[src/rtl/core_logic_param.sv]
// core_logic_param -- table-driven state machine with TAP-style control and BIST.
//
// Y steps through a writable transition-rule table. Rule i fires when it is
// valid, its src equals Y and (X_eff & mask) == val. The lowest firing index
// wins and Y takes that rule's dst; with no firing rule Y holds.
//
// Build option: define CORE_LOGIC_PARAM_BIST_EN to include the self-test
// engine (LFSR stimulus, MISR signature, step counter). Without it,
// RUNBIST_SELECT steps from external X exactly like INTEST_SELECT, and the
// BIST outputs are tied low.
//
// Ports
//   clk              sole clock
//   RESET_SM         synchronous active-high reset (clears Y, rule valids, BIST)
//   TLR              test-logic-reset: Y=0 and BIST idle; rules and MISR kept
//   X                external stimulus
//   RUNBIST_SELECT   run self-test (held for the whole run)
//   INTEST_SELECT    step from external X
//   SETSTATE_SELECT  load Y from ASSIGN_STATE
//   ASSIGN_STATE     value loaded by SETSTATE_SELECT
//   RULE_WE/ADDR/DATA  rule write port, RULE_DATA = {valid, src, mask, val, dst}
//   Y                current state
//   BIST_BUSY        high while the self-test runs
//   BIST_DONE        high once a full run completes, until RUNBIST_SELECT drops
//   SIGNATURE        MISR contents

// Per-rule match: decodes one table entry against the current state/stimulus.
module core_logic_param_rule #(
  parameter int STATE_W = 4,
  parameter int X_W     = 4
) (
  input  logic [2*STATE_W+2*X_W:0] rule,
  input  logic [STATE_W-1:0]       y,
  input  logic [X_W-1:0]           x,
  output logic                     hit,
  output logic [STATE_W-1:0]       dst
);
  logic               vld;
  logic [STATE_W-1:0] src;
  logic [X_W-1:0]     mask;
  logic [X_W-1:0]     val;

  assign {vld, src, mask, val, dst} = rule;
  assign hit = vld && (src == y) && ((x & mask) == val);
endmodule

module core_logic_param #(
  parameter int STATE_W   = 4,
  parameter int X_W       = 4,
  parameter int NUM_RULES = 32,
  parameter int BIST_LEN  = 64,
  localparam int AW       = $clog2(NUM_RULES),
  localparam int RULE_W   = 2*STATE_W + 2*X_W + 1
) (
  input  logic               clk,
  input  logic               RESET_SM,
  input  logic               TLR,
  input  logic [X_W-1:0]     X,
  input  logic               RUNBIST_SELECT,
  input  logic               INTEST_SELECT,
  input  logic               SETSTATE_SELECT,
  input  logic [STATE_W-1:0] ASSIGN_STATE,
  input  logic               RULE_WE,
  input  logic [AW-1:0]      RULE_ADDR,
  input  logic [RULE_W-1:0]  RULE_DATA,
  output logic [STATE_W-1:0] Y,
  output logic               BIST_BUSY,
  output logic               BIST_DONE,
  output logic [15:0]        SIGNATURE
);

  logic [NUM_RULES-1:0][RULE_W-1:0]  rule_q;
  logic [NUM_RULES-1:0]              hit;
  logic [NUM_RULES-1:0][STATE_W-1:0] dst;
  logic [STATE_W-1:0]                y_q;
  logic [STATE_W-1:0]                y_nxt;
  logic [STATE_W-1:0]                step_y;
  logic [X_W-1:0]                    x_eff;

  // One matcher per table entry.
  for (genvar i = 0; i < NUM_RULES; i++) begin : g_rule
    core_logic_param_rule #(.STATE_W(STATE_W), .X_W(X_W)) u_rule (
      .rule (rule_q[i]),
      .y    (y_q),
      .x    (x_eff),
      .hit  (hit[i]),
      .dst  (dst[i])
    );
  end

  // Lowest index wins: scan downward so the last assignment is the lowest hit.
  always_comb begin
    step_y = y_q;
    for (int i = NUM_RULES-1; i >= 0; i--)
      if (hit[i]) step_y = dst[i];
  end

`ifdef CORE_LOGIC_PARAM_BIST_EN
  typedef enum logic [1:0] {S_IDLE, S_RUN, S_DONE} bist_st_t;

  bist_st_t    st_q;
  logic [15:0] lfsr_q;
  logic [15:0] misr_q;
  logic [15:0] cnt_q;
  logic        busy_q;
  logic        done_q;
  logic        bist_start;
  logic        bist_step;
  logic        bist_hold;
  logic [15:0] lfsr_nxt;
  logic [15:0] misr_nxt;

  // TLR and SETSTATE outrank BIST, so both gate start and step.
  assign bist_start = (st_q == S_IDLE) && RUNBIST_SELECT && !SETSTATE_SELECT && !TLR;
  assign bist_step  = (st_q == S_RUN)  && RUNBIST_SELECT && !SETSTATE_SELECT && !TLR;
  assign bist_hold  = (st_q == S_DONE) && RUNBIST_SELECT;

  assign x_eff    = bist_step ? lfsr_q[X_W-1:0] : X;
  // x^16+x^14+x^13+x^11+1, Fibonacci, shifting left.
  assign lfsr_nxt = {lfsr_q[14:0], lfsr_q[15] ^ lfsr_q[13] ^ lfsr_q[12] ^ lfsr_q[10]};
  // The MISR compresses the state Y is about to take.
  assign misr_nxt = {misr_q[14:0], misr_q[15] ^ misr_q[13] ^ misr_q[12] ^ misr_q[10]}
                  ^ {{(16-STATE_W){1'b0}}, step_y};

  always_comb begin
    y_nxt = y_q;
    if (TLR)                             y_nxt = '0;
    else if (SETSTATE_SELECT)            y_nxt = ASSIGN_STATE;
    else if (bist_start)                 y_nxt = '0;
    else if (bist_step)                  y_nxt = step_y;
    else if (INTEST_SELECT && !bist_hold) y_nxt = step_y;
  end

  always_ff @(posedge clk) begin
    if (RESET_SM) begin
      st_q   <= S_IDLE;
      lfsr_q <= 16'hACE1;
      misr_q <= '0;
      cnt_q  <= '0;
      busy_q <= 1'b0;
      done_q <= 1'b0;
    end else if (TLR) begin
      st_q   <= S_IDLE;
      cnt_q  <= '0;
      busy_q <= 1'b0;
      done_q <= 1'b0;
    end else begin
      case (st_q)
        S_IDLE: if (bist_start) begin
          st_q   <= S_RUN;
          lfsr_q <= 16'hACE1;
          misr_q <= '0;
          cnt_q  <= '0;
          busy_q <= 1'b1;
        end
        S_RUN: if (bist_step) begin
          lfsr_q <= lfsr_nxt;
          misr_q <= misr_nxt;
          cnt_q  <= cnt_q + 16'd1;
          if (cnt_q == 16'(BIST_LEN-1)) begin
            st_q   <= S_DONE;
            busy_q <= 1'b0;
            done_q <= 1'b1;
          end
        end else begin
          // Abort: RUNBIST dropped or SETSTATE took over; MISR is kept.
          st_q   <= S_IDLE;
          busy_q <= 1'b0;
        end
        S_DONE: if (!RUNBIST_SELECT) begin
          st_q   <= S_IDLE;
          done_q <= 1'b0;
        end
        default: begin
          st_q   <= S_IDLE;
          busy_q <= 1'b0;
          done_q <= 1'b0;
        end
      endcase
    end
  end

  assign BIST_BUSY = busy_q;
  assign BIST_DONE = done_q;
  assign SIGNATURE = misr_q;
`else
  assign x_eff = X;

  always_comb begin
    y_nxt = y_q;
    if (TLR)                                  y_nxt = '0;
    else if (SETSTATE_SELECT)                 y_nxt = ASSIGN_STATE;
    else if (RUNBIST_SELECT || INTEST_SELECT) y_nxt = step_y;
  end

  assign BIST_BUSY = 1'b0;
  assign BIST_DONE = 1'b0;
  assign SIGNATURE = 16'h0000;
`endif

  // Table write lands at the edge, so a step in the write cycle sees old
  // contents. Reset wins over a concurrent write.
  always_ff @(posedge clk) begin
    if (RESET_SM) begin
      y_q    <= '0;
      rule_q <= '0;
    end else begin
      y_q <= y_nxt;
      if (RULE_WE) rule_q[RULE_ADDR] <= RULE_DATA;
    end
  end

  assign Y = y_q;

endmodule

[config.mk]
export PLATFORM = sky130hd
export DESIGN_NAME = core_logic_param
export DESIGN_NICKNAME = d
export VERILOG_FILES = /design/src/rtl/core_logic_param.sv
export SDC_FILE = /design/constraint.sdc
export NUM_CORES = 2
export LEC_CHECK = 0
export ABC_AREA = 0
export CAP_MARGIN = 30
export CORE_UTILIZATION = 60
export CTS_CLUSTER_SIZE = 30
export DETAILED_ROUTE_END_ITERATION = 8
export PLACE_DENSITY = 0.82
export SYNTH_ARGS = -nofsm -noshare
export SYNTH_HDL_FRONTEND = slang
export SYNTH_SLANG_ARGS = --single-unit
[constraint.sdc]
create_clock -name clk -period 7.6 [get_ports clk]
set_input_delay 1.9 -clock clk [delete_from_list [all_inputs] [get_ports clk]]
set_output_delay 1.9 -clock clk [all_outputs]
set_load 0.05 [all_outputs]
After elaboration in Yosys (flattened, before gate mapping)
Index checks and enable logic that the tools add are counted.
{"block": "word_totals", "wordCells": 238, "register_bits": 548, "output_inout_bits": 22, "inputBits": 37}
{"block": "classes", "muxes": 37, "reduce_logical": 70, "n_lt_le_gt_ge": 2, "bitwise": 32, "n_eq_ne": 64}
{"cell": "544-bit bitwise mux", "n": 1}
{"cell": "4-bit equality test", "n": 64}
{"cell": "4-bit two-way mux", "n": 34}
{"cell": "4-bit bitwise AND", "n": 32}
{"cell": "17-bit demux with 5-bit select", "n": 1}
{"cell": "1-bit logical AND", "n": 65}
{"cell": "33-bit nonzero test", "n": 1}
{"cell": "17-bit two-way mux", "n": 1}
{"cell": "5-bit by 6-bit < comparator with 1-bit output (second input constant)", "n": 1}
{"cell": "5-bit by 1-bit >= comparator with 1-bit output (second input constant)", "n": 1}
{"cell": "2-bit AND reduction", "n": 1}
{"cell": "2-bit nonzero test", "n": 1}
{"cell": "2-bit OR reduction", "n": 1}
{"cell": "1-bit logical OR", "n": 1}

Logic depth before layout (Yosys ltp)
{"block": "depth", "depth_word": 37, "ltp_mapped": 13, "depth_no_buf": 9}

Modules after synthesis
Synthesis repeated with hierarchy kept, for this count alone.
{"block": "unflattened", "hier_cells": 3361, "hier_area_um2": 25174.1}
{"mod": "core_logic_param", "seq_area_each_um2": 10970.5, "area_per_inst_um2": 20649.8, "cells_per_inst": 2753, "instances": 1}
{"mod": "core_logic_param_rule", "seq_area_each_um2": 0.0, "area_per_inst_um2": 141.4, "cells_per_inst": 19, "instances": 32}

Worst setup path after synthesis
Ideal clock, no wire load.
{"block": "synth_timing", "path_kind": "input port to flip-flop", "start": "input port X[1]", "end": "register y_q[3], in the netlist Y[3]", "slack_ps": 3400, "arrival_time_ps": 4073, "n_path_buf": 3, "setup_ps": 127, "cell_stages": 11, "required_ps": 7473, "cell_sequence": "buf_6 -> buf_6 -> a21oi_2 -> o211ai_1 -> or4_4 -> buf_6 -> a311oi_1 -> o21ai_1 -> a2111o_1 -> a311oi_1 -> a211oi_1"}
{"block": "synth_via", "elab_chain_len": 36, "elab_cells_between_ends": 131, "classes_between": "eq/ne: 32; mux: 33; bitwise: 32; reduce/logical: 34"}
{"item": "start: declaration", "line_no": "58", "text": "input logic [X_W-1:0] X,"}
{"item": "4-bit bitwise AND", "line_no": "44", "text": "assign hit = vld && (src == y) && ((x & mask) == val);"}
{"item": "4-bit equality test", "line_no": "44"}
{"item": "1-bit logical AND", "line_no": "44"}
{"item": "4-bit two-way mux (31 in series)", "line_no": "95", "text": "if (hit[i]) step_y = dst[i];"}
{"item": "4-bit two-way mux", "line_no": "193", "text": "else if (RUNBIST_SELECT || INTEST_SELECT) y_nxt = step_y;"}
{"item": "4-bit two-way mux", "line_no": "192", "text": "else if (SETSTATE_SELECT) y_nxt = ASSIGN_STATE;"}
{"item": "end signal: assignment", "line_no": "208", "text": "y_q <= y_nxt;"}
{"item": "end: declaration", "line_no": "75", "text": "logic [STATE_W-1:0] y_q;"}
Several ways; a longest one is shown, not always the timed one. The select of a mux whose other input is x is not followed.
A chain may end at the register's enable or synchronous reset.

Worst setup path in the final report
{"block": "layout_timing", "start": "input port X[3]", "end": "register y_q[1], in the netlist Y[1]"}
Same word-level chain as after synthesis.

==> impl_table.tex <==
\begin{tabular}{lr}
\hline
Metric & Value \\
\hline
\multicolumn{2}{l}{\textbf{Outcome}} \\
Result of the run & finished clean \\
\multicolumn{2}{l}{\textbf{Clocking}} \\
Post-cts hold buffer count & 0 \\
CTS buffer count & between 50 and 60 \\
Worst skew pair latency & approximately 0.62 ns \\
Clock input transition at the sequential cells of the worst setup and hold paths & roughly 0.06 ns \\
Post-CTS Resized & 0 \\
Maximum clock insertion buffer count & 3 \\
Total setup buffers inserted after CTS & 0 \\
Library cell used as clock root buffer & sky130\_fd\_sc\_hd\_\_clkbuf\_16 \\
H-tree depth & 2 \\
TritonCTS clock tree & yes \\
Number of sinks driven by the clock tree & 548 \\
\multicolumn{2}{l}{\textbf{GRT}} \\
M3 GR Usage & under 10\% \\
Gr ovfl total & 0 \\
Most congested layer reported by global routing & met2 \\
Met2 demand-to-capacity share in global routing & 58.2\% \\
Wire length of the first global-routing pass & 117000 µm \\
Vias in the first global route & between 20000 and 25000 \\
Global Route Usage Sum & between 30\% and 40\% \\
Pin count of the biggest net entering global routing & around 250 \\
Antenna violations before repair & 0 \\
Met1 layer usage reported by global route & 44.1\% \\
\multicolumn{2}{l}{\textbf{Place}} \\
Place WS & around 2.2 ns \\
Post-detail-place hpwl & roughly 47000 µm \\
Number of port buffers & 40 \\
Cell count after placement & $\sim$3700 \\
Cell area reported after detailed placement & $\sim$25000 µm² \\
Routability Congestion & about 0.9 \\
\multicolumn{2}{l}{\textbf{Power}} \\
Clock power frac & a little under half \\
Share of power burned in combinational logic & 6.9\% \\
Leakage power & $\sim$9.3 nW \\
Worst VDD drop & approximately 0.00016 V \\
Sequential Power Share & between 40\% and 50\% \\
Net switching power of the design & around 1.5 mW \\
Switching share of power & 24.1\% \\
Power per standard cell area & roughly 230 nW/µm² \\
Internal power consumption & 4.65 mW \\
Power after layout & approximately 6.1 mW \\
\multicolumn{2}{l}{\textbf{Layout}} \\
Non-Filler Cell Area, Final & between 20000 and 30000 µm² \\
Share of cells above drive strength 1 & under 10\% \\
Final non-filler cell total & about 3800 \\
Syn-to-layout area delta & 9.77\% \\
Diode insertion count for antenna repair & 0 \\
Number of nets in the layout & roughly 3300 \\
Filler Cell Count & roughly 3300 \\
\multicolumn{2}{l}{\textbf{Worst hold path}} \\
Class of the most critical hold timing path & flop to flop \\
Endpoint with the worst hold slack & rule\_q[88]\$\_SDFFE\_PP0P\_ \\
Launch point of the worst hold path & rule\_q[88]\$\_SDFFE\_PP0P\_ \\
Cell depth of the worst min-delay path & 2 \\
\multicolumn{2}{l}{\textbf{Drt}} \\
Routed vias & 23603 \\
Initial drt markers & 2624 \\
Pre-antenna DRT Iters & 6 \\
Final Routed Wirelength & around 76000 µm \\
Drt wl/cell & around 20 µm \\
Via-per-instance ratio & 6.14 \\
Antenna-violating nets left & 0 \\
Remaining DRCs & 0 \\
\multicolumn{2}{l}{\textbf{Worst setup path}} \\
R2r setup slk & roughly 3.5 ns \\
Category of the worst setup path capture point & flop \\
Most used cell along the critical path & sky130\_fd\_sc\_hd\_\_o31ai\_1 \\
Highest-delay cell along the critical path & sky130\_fd\_sc\_hd\_\_nor4\_2 \\
Worst r2r path cells & 10 \\
Category of the worst setup path launch point & primary input \\
Number of buffers and inverters on the critical path & 2 \\
Data arrival time at the worst-slack endpoint & 5.54 ns \\
CP peak stage delay & around 0.94 ns \\
Required arrival time at the worst endpoint & between 8 and 9 ns \\
Worst-path cell chain & buf\_2, buf\_4, and3\_1, o22ai\_1, nor4\_2, nor3\_1, o31ai\_1, a21oi\_1, nor4bb\_1, o31ai\_1, a311oi\_1 \\
Type of the worst setup path & primary input to flop \\
Family with the most delay on the worst path & simple AND/OR/NAND/NOR gates \\
CP max FO & 28 \\
R2r endpoint & Y[1]\$\_SDFFE\_PP0P\_ \\
Reg-to-Reg Start & Y[3]\$\_SDFFE\_PP0P\_ \\
Launching instance or port of the critical path & X[3] \\
\multicolumn{2}{l}{\textbf{Floorplan}} \\
\# IOs & roughly 60 \\
Width of the die & around 210 µm \\
Full die area & $\sim$42000 µm² \\
Vert. Die Dim & 205 µm \\
Rows & 74 \\
Starting utilization of the core area & just over 60\% \\
Core Area & approximately 41000 µm² \\
\multicolumn{2}{l}{\textbf{Timing}} \\
Setup-violating endpoint count in the final report & 0 \\
Total negative slack & 0 ns \\
Final Cycle Share & about two thirds \\
Setup repair after global routing missed its margin & false \\
Final Hold Fails & 0 \\
Post-Route Skew & between 0.015 and 0.02 ns \\
Slew of the pin with the lowest slew margin & 1.34 ns \\
PnR worst setup slack & 2.57 ns \\
Post-layout min period & 5.03 ns \\
Peak Freq & 0.199 GHz \\
Worst slew slack as a fraction of its limit & a little over a tenth \\
Number of pins with negative max-slew slack in the final report & 0 \\
\multicolumn{2}{l}{\textbf{Synthesis}} \\
Library cell occupying the most area in the post-synthesis netlist & sky130\_fd\_sc\_hd\_\_dfxtp\_1 \\
Netlist cell types & between 60 and 70 \\
Average cell area after synthesis & roughly 7.4 µm² \\
Ranking of synthesized cells by area & sky130\_fd\_sc\_hd\_\_dfxtp\_1 44\%, sky130\_fd\_sc\_hd\_\_nand2\_1 18\%, sky130\_fd\_sc\_hd\_\_a21oi\_1 13\% \\
Cell with the most instances after synthesis & sky130\_fd\_sc\_hd\_\_nand2\_1 \\
Share of synthesized registers carrying an async set or reset & 0\% \\
Fraction of the yosys area taken by sequential cells & approximately 44\% \\
Number of synthesized flops with an enable pin & 0 \\
Top cell type's share of synthesized area & between 40\% and 50\% \\
Summed instance area of the synthesized netlist & roughly 25000 µm² \\
Warning count from the yosys run & 0 \\
Commonest register cell after synthesis & sky130\_fd\_sc\_hd\_\_dfxtp\_1 \\
Most numerous cell types in the synthesized netlist & 1192 x sky130\_fd\_sc\_hd\_\_nand2\_1, 647 x sky130\_fd\_sc\_hd\_\_a21oi\_1, 548 x sky130\_fd\_sc\_hd\_\_dfxtp\_1 \\
Gate Count Post-Synth & $\sim$3400 \\
Number of storage elements in the synthesis netlist & between 500 and 600 \\
\multicolumn{2}{l}{\textbf{Job}} \\
Maxcap violations & 0 \\
\hline
\end{tabular}
[through the flow]
step | hold WS, ns | utilization (%)
2_1_floorplan | 0.431 | -
3_3_place_gp | 0.438 | 60.9
3_5_place_dp | 0.444 | 61.9
4_1_cts | 0.452 | 66.5
5_1_grt | 0.466 | 66.8
6_report | 0.453 | 66.8
[tightest hold or removal path, stage by stage, from the launching register on]
cell                      delay (ns)
sky130_fd_sc_hd__dfxtp_1        0.31
sky130_fd_sc_hd__nand2_1        0.05
sky130_fd_sc_hd__a21oi_1        0.05
[final cells by class]
| cell class | instances | area, µm² | area share, % |
|---|---|---|---|
| Multi-Input combinational cell | 2548 | 12600 | 46.5 |
| Sequential cell | 548 | 11000 | 40.4 |
| Clock buffer | 79 | 1630 | 5.98 |
| Timing Repair Buffer | 100 | 997 | 3.67 |
| Tap cell | 532 | 666 | 2.45 |
| Clock inverter | 18 | 224 | 0.823 |
| Inverter | 19 | 71.3 | 0.262 |
[power by group through the flow]
stage                     sequential, mW  clock [mW]  combinational [mW]
after floorplan                     2.97           0               0.267
after global placement              2.99           0               0.374
after CTS                           2.92        2.81               0.398
final                               2.92        2.79               0.420
after global routing                2.92        2.92               0.436
after detailed placement            2.98           0               0.396
[cell families after synthesis]
kind of cell    share of synthesized area [%]
simple gates                             26.9
compound gates                           17.7
flops                                    44.3
buf+inv                                  4.99
xor+xnor                                 5.80
mux                                     0.288
other cells                            0.0151
[cells in the final DEF (no fill, tap or decap), types with 22 or more instances in the layout]
master	Yosys	layout
sky130_fd_sc_hd__clkdlybuf4s50_1	0	22
sky130_fd_sc_hd__and3_1	94	94
sky130_fd_sc_hd__xor2_1	37	37
sky130_fd_sc_hd__nor2_1	81	81
sky130_fd_sc_hd__o211ai_1	30	30
sky130_fd_sc_hd__o22ai_1	24	24
sky130_fd_sc_hd__buf_4	23	36
sky130_fd_sc_hd__nand3_1	43	43
sky130_fd_sc_hd__nand2_1	1192	1192
sky130_fd_sc_hd__a21oi_1	647	647
sky130_fd_sc_hd__dfxtp_1	548	544
sky130_fd_sc_hd__clkbuf_16	0	55
sky130_fd_sc_hd__nor3_1	24	24
sky130_fd_sc_hd__xnor2_1	127	127
[flip-flops by register name, summed over array words and instances, names as in the netlist]
register	cells
Y	4
rule_q	544
[worst max-delay path by stage]
stage,end,slack [ns],depth (start not counted)
6_report,Y[1]$_SDFFE_PP0P_,2.57,11
5_1_grt,Y[1]$_SDFFE_PP0P_,2.37,11
4_1_cts,Y[1]$_SDFFE_PP0P_,2.76,11
3_5_place_dp,Y[1]$_SDFFE_PP0P_,2.15,11
3_3_place_gp,Y[3]$_SDFFE_PP0P_,2.26,11
2_1_floorplan,Y[3]$_SDFFE_PP0P_,3.40,11
[per-layer routing]
layer | share of wire [%] | routed length [µm] | vias up
met4 | 4.8 | 3630 | 0
met1 | 39 | 29300 | 11162
met2 | 47 | 35600 | 1173
met5 | 0 | 0 | -
li1 | - | - | 11003
met3 | 9.5 | 7160 | 265
(Power assumes the default switching activity.)
